File: src/rtl/ddr_arb_pkg.sv
// ddr_arb_pkg: shared state encoding and default widths for the DDR port arbiter
package ddr_arb_pkg;
  typedef enum logic [1:0] {
    ST_IDLE,
    ST_CMD,
    ST_WDATA,
    ST_RDATA
  } state_t;
  localparam int DEF_ADDR_W = 28;
  localparam int DEF_LEN_W  = 4;
  localparam int DEF_DATA_W = 256;
endpackage

File: src/rtl/rr_arbiter.sv
// rr_arbiter: combinational round-robin pick of the first request at or after ptr
module rr_arbiter #(
  parameter int N = 3,
  localparam int IW = $clog2(N)
) (
  input  logic [N-1:0]  req,
  input  logic [IW-1:0] ptr,
  output logic [N-1:0]  gnt,
  output logic [IW-1:0] idx
);
  // scan from the furthest candidate back towards ptr so the nearest requester wins
  always_comb begin
    gnt = '0;
    idx = '0;
    for (int i = N - 1; i >= 0; i--) begin
      if (req[(int'(ptr) + i) % N]) begin
        gnt = '0;
        gnt[(int'(ptr) + i) % N] = 1'b1;
        idx = IW'((int'(ptr) + i) % N);
      end
    end
  end
endmodule

File: src/rtl/ddr_port_arbiter.sv
// ddr_port_arbiter: round-robin sharing of the DDR controller user port between requesters
module ddr_port_arbiter
  import ddr_arb_pkg::*;
#(
  parameter int N_PORTS = 3,
  parameter int ADDR_W  = DEF_ADDR_W,
  parameter int LEN_W   = DEF_LEN_W,
  parameter int DATA_W  = DEF_DATA_W
) (
  input  logic                        core_clk,
  input  logic                        core_rst_n,
  input  logic                        ddr_init_done,
  input  logic [N_PORTS-1:0]          req,
  input  logic [N_PORTS-1:0]          req_wr,
  input  logic [N_PORTS*ADDR_W-1:0]   req_addr,
  input  logic [N_PORTS*LEN_W-1:0]    req_len,
  output logic [N_PORTS-1:0]          req_gnt,
  output logic [N_PORTS-1:0]          req_done,
  input  logic [N_PORTS*DATA_W-1:0]   wr_data,
  input  logic [N_PORTS-1:0]          wr_valid,
  output logic [N_PORTS-1:0]          wr_ready,
  output logic [DATA_W-1:0]           rd_data,
  output logic [N_PORTS-1:0]          rd_valid,
  output logic                        len_err,
  output logic                        cmd_valid,
  input  logic                        cmd_ready,
  output logic                        cmd_wr,
  output logic [ADDR_W-1:0]           cmd_addr,
  output logic [LEN_W-1:0]            cmd_len,
  output logic [DATA_W-1:0]           wdata,
  output logic                        wvalid,
  input  logic                        wready,
  output logic                        wlast,
  input  logic [DATA_W-1:0]           rdata,
  input  logic                        rvalid,
  input  logic                        rlast
);
  localparam int IW = $clog2(N_PORTS);
  localparam logic [IW-1:0] LAST_P = IW'(N_PORTS - 1);
  state_t state, state_nx;
  logic [IW-1:0] rr_ptr, win, pick_idx;
  logic [N_PORTS-1:0] pick_gnt;
  logic [LEN_W-1:0] cnt;
  logic arb, accept, wbeat, rbeat, last;
  rr_arbiter #(.N(N_PORTS)) u_rr (
    .req(req),
    .ptr(rr_ptr),
    .gnt(pick_gnt),
    .idx(pick_idx)
  );
  assign arb       = ddr_init_done && |pick_gnt;
  assign last      = cnt == cmd_len;
  assign accept    = state == ST_CMD && cmd_ready;
  assign wbeat     = state == ST_WDATA && wr_valid[win] && wready;
  assign rbeat     = state == ST_RDATA && rvalid;
  assign cmd_valid = state == ST_CMD;
  assign rd_data   = rdata;
  // state register
  always_ff @(posedge core_clk or negedge core_rst_n) begin
    if (!core_rst_n) state <= ST_IDLE;
    else state <= state_nx;
  end
  // next state plus the per-state routing of grant and data handshakes to the winner
  always_comb begin
    state_nx = state;
    req_gnt  = '0;
    wr_ready = '0;
    rd_valid = '0;
    wdata    = '0;
    wvalid   = 1'b0;
    wlast    = 1'b0;
    case (state)
      ST_IDLE: state_nx = arb ? ST_CMD : ST_IDLE;
      ST_CMD: begin
        req_gnt[win] = cmd_ready;
        state_nx = cmd_ready ? (cmd_wr ? ST_WDATA : ST_RDATA) : ST_CMD;
      end
      ST_WDATA: begin
        wdata         = wr_data[win*DATA_W +: DATA_W];
        wvalid        = wr_valid[win];
        wr_ready[win] = wready;
        wlast         = wr_valid[win] && last;
        state_nx      = (wbeat && last) ? ST_IDLE : ST_WDATA;
      end
      ST_RDATA: begin
        rd_valid[win] = rvalid;
        state_nx      = (rbeat && last) ? ST_IDLE : ST_RDATA;
      end
      default: state_nx = ST_IDLE;
    endcase
  end
  // command capture, round-robin pointer, beat counting, length check and done pulse
  always_ff @(posedge core_clk or negedge core_rst_n) begin
    if (!core_rst_n) begin
      rr_ptr   <= '0;
      win      <= '0;
      cnt      <= '0;
      len_err  <= 1'b0;
      cmd_wr   <= 1'b0;
      cmd_addr <= '0;
      cmd_len  <= '0;
      req_done <= '0;
    end else begin
      req_done <= '0;
      if (state == ST_IDLE && arb) begin
        win      <= pick_idx;
        cmd_wr   <= req_wr[pick_idx];
        cmd_addr <= req_addr[pick_idx*ADDR_W +: ADDR_W];
        cmd_len  <= req_len[pick_idx*LEN_W +: LEN_W];
      end
      if (accept) begin
        rr_ptr <= (win == LAST_P) ? '0 : win + 1'b1;
        cnt    <= '0;
      end
      if (wbeat || rbeat) cnt <= cnt + 1'b1;
      if (rbeat && (rlast != last)) len_err <= 1'b1;
      if ((wbeat || rbeat) && last) req_done[win] <= 1'b1;
    end
  end
endmodule
File: config.mk
export PLATFORM = sky130hd
export DESIGN_NAME = ddr_port_arbiter
export DESIGN_NICKNAME = d
export VERILOG_FILES = /design/src/rtl/ddr_arb_pkg.sv /design/src/rtl/rr_arbiter.sv /design/src/rtl/ddr_port_arbiter.sv
export SDC_FILE = /design/constraint.sdc
export NUM_CORES = 1
export LEC_CHECK = 0
export BUFFER_PORTS_ARGS = -buffer_cell sky130_fd_sc_hd__buf_2
export CAP_MARGIN = 20
export CORE_AREA = 2 2 657 659
export DETAILED_ROUTE_END_ITERATION = 8
export DIE_AREA = 0 0 659 661
export PLACE_DENSITY = 0.3
export RECOVER_POWER = 100
export SYNTH_ARGS = -nofsm -noshare
export SYNTH_HDL_FRONTEND = slang
export SYNTH_SLANG_ARGS = --single-unit
File: constraint.sdc
create_clock -name core_clk -period 6.57 [get_ports core_clk]
set_input_delay 0.9855 -clock core_clk [delete_from_list [all_inputs] [get_ports core_clk]]
set_output_delay 0.9855 -clock core_clk [all_outputs]
set_load 0.03 [all_outputs]
==> results_dict.tcl, run 1 <==
set metrics [dict create \
    hold_violations 0 \
    clk_path_buf_depth 2 \
    rows 241 \
    maxSlewHeadroom_pct -116 \
    die_area_um2 436000 \
    area_delta_synth_final_pct 94.3 \
    drv_cap 2 \
    power_density_nw_per_um2 443 \
    initial_core_util_pct 2.82 \
    fillCellCount 51300 \
    place_congestion 0.883 \
    post-place-ws_ns 2.28 \
    first_global_vias 17600 \
    vias_per_cell 2.33 \
    post-route-period-util_pct 81.0 \
    critPathTopFamily "simple AND/OR/NAND/NOR gates" \
    cp-start-kind "flip-flop" \
    wl_um 304000 \
    drc 0 \
    hpwlAfterDp_um 282000 \
    dp.cells 8396 \
    htree_levels 2 \
    drive_above_1_share_pct 35.3 \
    drt_iter0_drc 1883 \
    cts_tree "done" \
    synth_area_um2 12100 \
    cts_buffers 5 \
    placed_cell_area_um2 23000 \
    use_met1_pct 12.7 \
    core_area_um2 429000 \
    violations "max-capacitance violations, max-slew violations" \
    yosysWarnings 0 \
    antenna_left 0 \
    setup_ws_ns 1.25 \
    cts_sinks 47 \
    routedWlPerCell_um 35.0 \
    ys_seq_elements 47 \
    grt_pass1_wl_um 342000 \
    async_reset_ff_share_pct 100 \
    cp.required_ns 5.58 \
    ir_drop_mv 0.276 \
    io_pins 1697 \
    final_core_util_pct 5.48 \
    worst_pin_slew_ns 3.23 \
    finClkSkew_ns 0.0123 \
    grtUsageMet3_pct 10.3 \
    fp.dieW_um 659 \
    path_cells "nor2b_1 > buf_12 > a21oi_1 > nor2_1 > clkbuf_1" \
    grt_max_degree 119 \
    max_freq_mhz 188 \
    clk_pin_slew_worst_paths_ns 0.08 \
    port_buffers 1184 \
    worst_path_max_delay_cell "nor2b_1" \
    layout.cells.non_filler 8685 \
    status "complete, but fails checks" \
    postCtsHoldBufs 0 \
    first_pass_iters 5 \
    min_path_type "reg2reg" \
    met2_usage_pct 22.7 \
    critical_path_class "reg2out" \
    synth_cell_types 44 \
    critPathMaxStageDelay_ns 1.20 \
    grt_overflow 0 \
    tns_ns 0 \
    post_cts_resize_count 0 \
    rsz0062_at_grt "no" \
    cp.arrival_ns 4.34 \
    gr-usage-all-layers_pct 13.3 \
    layout.nets 3834 \
    top_usage_layer "met2" \
    synth-edff-count 0 \
    leakage_nw 8.10 \
    fin_crit_ns 5.32 \
    slew_violations 64 \
    clockRootBuffer "clkbuf_16" \
    finish.instance_area_um2 23500 \
    synthFlopType "dfrtp_1" \
    num_vias 20300 \
    ys_seq_area_share_pct 9.71 \
    crit_buf_inv 2 \
    synth_cells 1885 \
    setup_viol 0 \
    antenna_found_initial 505 \
    insertion_delay_ns 0.32 \
    cp-end-kind "output pin" \
    cp_max_fo 107 \
    post_cts_buffers 0 \
    syn-num-nets 3026 \
    die_h_um 661 \
    syn_avg_cell_area_um2 6.42 \
]
kinds of logic after synthesis:
family | synth area share, %
simple gates | 19.6
buf+inv | 23.9
compound gates | 21.3
mux | 24.5
flops | 9.71
xor+xnor | 0.434
fa+ha+maj | 0.517
worst paths after layout:
| check | startpoint | end | slack [ns] | cells after the start |
|---|---|---|---|---|
| max | win[1] | wdata[167] | 1.25 | 5 |
| min | len_err | len_err | 0.48 | 1 |
| max reg2reg | rr_ptr[0] | cmd_len[2] | 2.19 | 9 |
| min reg2reg | len_err | len_err | 0.48 | 1 |
| max in group asynchronous | core_rst_n | win[0] | 2.57 | 1 |
| min in group asynchronous | core_rst_n | cmd_addr[19] | 1.73 | 1 |
final cells by class:
type / instances / area, um^2 / share of cell area, %
Sequential cell: 47 / 1180 / 5.02
Inverter: 72 / 270 / 1.15
Antenna cell: 281 / 703 / 2.99
Tap cell: 5710 / 7140 / 30.4
Clock inverter: 2 / 60.1 / 0.255
Timing Repair Buffer: 1220 / 5970 / 25.4
Clock buffer: 6 / 129 / 0.548
Multi-Input combinational cell: 1347 / 8070 / 34.3
per-stage QoR:
stage          total power [W]  hold WS [ns]
2_1_floorplan          0.00606         0.490
3_3_place_gp            0.0108         0.469
3_5_place_dp            0.0108         0.464
4_1_cts                 0.0112         0.482
5_1_grt                 0.0111         0.518
6_report                0.0104         0.483
power by group:
part	switching, W	leakage [nW]	internal (W)
Clock	0.000146	0.0928	0.000220
Combinational	0.00743	7.47	0.00202
Sequential	0.000192	0.532	0.000422
Total	0.00777	8.10	0.00266
registers in the layout, summed over array words and instances (netlist names):
register and cells:
cmd_wr 1, cnt 4, req_done 3, cmd_len 4, cmd_addr 28, state 2, win 2, rr_ptr 2
len_err 1
cells in the final DEF, fill, tap and decap left out, types with 4 or more instances in the layout:
cell / count
xor2_1: 4
nor2_1: 524
o31ai_1: 33
inv_1: 72
ha_1: 5
nand2b_1: 6
buf_2: 899
mux2i_1: 292
nor3_1: 4
buf_4: 22
clkbuf_1: 288
and3_1: 33
clkbuf_16: 5
nand2_1: 11
a22o_1: 34
a21oi_1: 292
dfrtp_1: 46
diode_2: 281
buf_12: 11
o211ai_1: 33
o21ai_0: 39
cell usage after synthesis (4+ instances only):
cell | instances | area, um^2
a21oi_1 | 292 | 1460
a22o_1 | 34 | 298
a31oi_1 | 4 | 25.0
and3_1 | 33 | 206
buf_1 | 8 | 30.0
buf_2 | 40 | 200
buf_4 | 256 | 1920
clkbuf_1 | 110 | 413
dfrtp_1 | 47 | 1180
ha_1 | 5 | 62.6
inv_1 | 72 | 270
mux2i_1 | 292 | 2920
nand2_1 | 11 | 41.3
nand2b_1 | 7 | 43.8
nor2_1 | 524 | 1970
nor3_1 | 4 | 20.0
o211ai_1 | 33 | 248
o21ai_0 | 38 | 190
o31ai_1 | 33 | 248
xor2_1 | 4 | 35.0
layer usage:
metal,vias up,part of all wire (%)
met5,-,0.69
met1,8998,32
met2,1903,47
li1,8056,-
met4,282,3.4
met3,1031,17
Note: power is estimated with default switching activity, not from simulation.
==> run 2: changes to the inputs <==
==> constraint.sdc (replaced) <==
create_clock -name core_clk -period 5.3 [get_ports core_clk]
set_input_delay 0.795 -clock core_clk [delete_from_list [all_inputs] [get_ports core_clk]]
set_output_delay 0.795 -clock core_clk [all_outputs]
set_load 0.03 [all_outputs]
==> run 2 against run 1 <==
  * The run still ends with max-capacitance violations, max-slew violations left
  * Hold slack better by 0.012 ns
  * Critical path type unchanged
  * Global-route usage is 0.093 points higher
  * Flip-flop and latch count stayed put
  * First-iteration DRC count down 7.5%
  * Via count about the same
==> results_dict.tcl, run 2 (synthesized netlist as in run 1, its figures left out) <==
set metrics [dict create \
    fin_crit_ns 4.63 \
    largest_reg_flops 28 \
    fillCellCount 51300 \
    first_pass_iters 5 \
    place_congestion 0.908 \
    setup_ws_ns 0.675 \
    hpwlAfterDp_um 287000 \
    setup_viol 0 \
    cts_sinks 47 \
    io_pins 1697 \
    core_area_um2 429000 \
    timing.rr.end "cmd_addr[2]" \
    initial_core_util_pct 2.82 \
    cp-endpoint "wdata[178]" \
    drv_cap 2 \
    path_depth 6 \
    final_core_util_pct 5.48 \
    ir_drop_mv 0.269 \
    rrSetupSlack_ns 0.72 \
    cp.arrival_ns 3.83 \
    post_cts_resize_count 0 \
    reg2reg_from "rr_ptr[0]" \
    drc 0 \
    gr-usage-all-layers_pct 13.4 \
    finClkSkew_ns 0.0117 \
    port_buffers 1184 \
    fp.dieW_um 659 \
    path_cells "buf_4 > clkbuf_2 > nor2_1 > a21oi_1 > nor2_1 > clkbuf_1" \
    antenna_left 0 \
    total_power_w 0.0128 \
    maxSlewHeadroom_pct -118 \
    worst_pin_slew_ns 3.26 \
    post-route-period-util_pct 87.3 \
    clk_pin_slew_worst_paths_ns 0.08 \
    cp-end-kind "output pin" \
    critPathMaxStageDelay_ns 1.13 \
    first_global_vias 17800 \
    crit_buf_inv 3 \
    min_path_type "reg2reg" \
    antenna_found_initial 492 \
    grt_pass1_wl_um 346000 \
    drt_iter0_drc 1742 \
    cp_common_cell "nor2_1" \
    status "complete, but fails checks" \
    cts_buffers 5 \
    num_vias 20300 \
    htree_levels 2 \
    final_cell_mix "buf_2, nor2_1, mux2i_1, a21oi_1, clkbuf_1" \
    top_regs "cmd_addr x28, cmd_len x4, cnt x4" \
    rsz0062_at_grt "no" \
    post_cts_buffers 0 \
    leakage_nw 8.24 \
    wl_um 306000 \
    violations "max-capacitance violations, max-slew violations" \
    cp.required_ns 4.51 \
    slew_violations 61 \
    cts_tree "done" \
    die_area_um2 436000 \
    drive_above_1_share_pct 36.9 \
    layout.nets 3844 \
    r2r_cells 8 \
    power_density_nw_per_um2 545 \
    critical_path_class "reg2out" \
    cp_max_fo 50 \
    area_delta_synth_final_pct 94.3 \
    grt_overflow 0 \
    rows 241 \
    tns_ns 0 \
    clockRootBuffer "clkbuf_16" \
    critPathTopFamily "buffers and inverters" \
    final_common_cell "buf_2" \
    vias_per_cell 2.34 \
    post-place-ws_ns 1.30 \
    insertion_delay_ns 0.31 \
    grt_max_degree 102 \
    cp-startpoint "win[0]" \
    die_h_um 661 \
    hold_violations 0 \
    clk_path_buf_depth 2 \
    worst_path_max_delay_cell "clkbuf_2" \
    postCtsHoldBufs 0 \
    max_freq_mhz 216 \
    top_register "cmd_addr" \
    routedWlPerCell_um 35.2 \
    cp-start-kind "flip-flop" \
]
## run 2: cell types whose count changed in the layout (fill, tap and decap cells not counted), moves of 3 or more
cell and delta:
buf_4 +3, diode_2 -10, clkbuf_1 -35, buf_2 +39
clkbuf_2 +6, buf_12 -3
## run 2: cell type report
class	count	area [um^2]	area share, %
Clock inverter	1	30.0	0.128
Sequential cell	47	1180	5.03
Clock buffer	6	129	0.548
Tap cell	5710	7140	30.4
Inverter	72	270	1.15
Multi-Input combinational cell	1347	8070	34.3
Timing Repair Buffer	1230	6020	25.6
Antenna cell	271	678	2.88
## run 2: where the power goes
part,total (W),internal [W],switching [W]
Combinational,0.0117,0.00254,0.00915
Sequential,0.000747,0.000527,0.000220
Clock,0.000389,0.000222,0.000167
Total,0.0128,0.00329,0.00954
## run 2: how the worst min path moves through the flow
stage	start	to	depth (start not counted)
5_1_grt	len_err	len_err	1
2_1_floorplan	cnt[2]	cnt[2]	1
3_3_place_gp	len_err	len_err	1
3_5_place_dp	len_err	len_err	1
4_1_cts	len_err	len_err	1
6_report	len_err	len_err	1
## run 2: worst register-to-register path, stage by stage, from the launching register on
cell      delay [ns]
dfrtp_1         0.42
inv_1           0.09
ha_1            0.88
mux2i_4         0.39
o21a_1          0.21
o41ai_2         0.07
a31oi_1         1.39
clkbuf_2        0.77
mux2i_1         0.28
## run 2: per-stage QoR
stage / hold WS, ns / cell area, um^2 / instances
final: 0.495 / 23500 / 8684
after global routing: 0.514 / 23000 / 8482
after CTS: 0.487 / 23200 / 8412
after detailed placement: 0.466 / 23100 / 8405
after global placement: 0.470 / 23100 / 8405
after floorplan: 0.490 / 12100 / 1885
## run 2: per-layer routing
layer	vias up	track usage, %	routed length, um
li1	8059	-	-
met1	9056	13.2	101000
met2	1930	22.4	141000
met3	983	9.87	50700
met4	252	3.22	11300
met5	-	0.898	1900
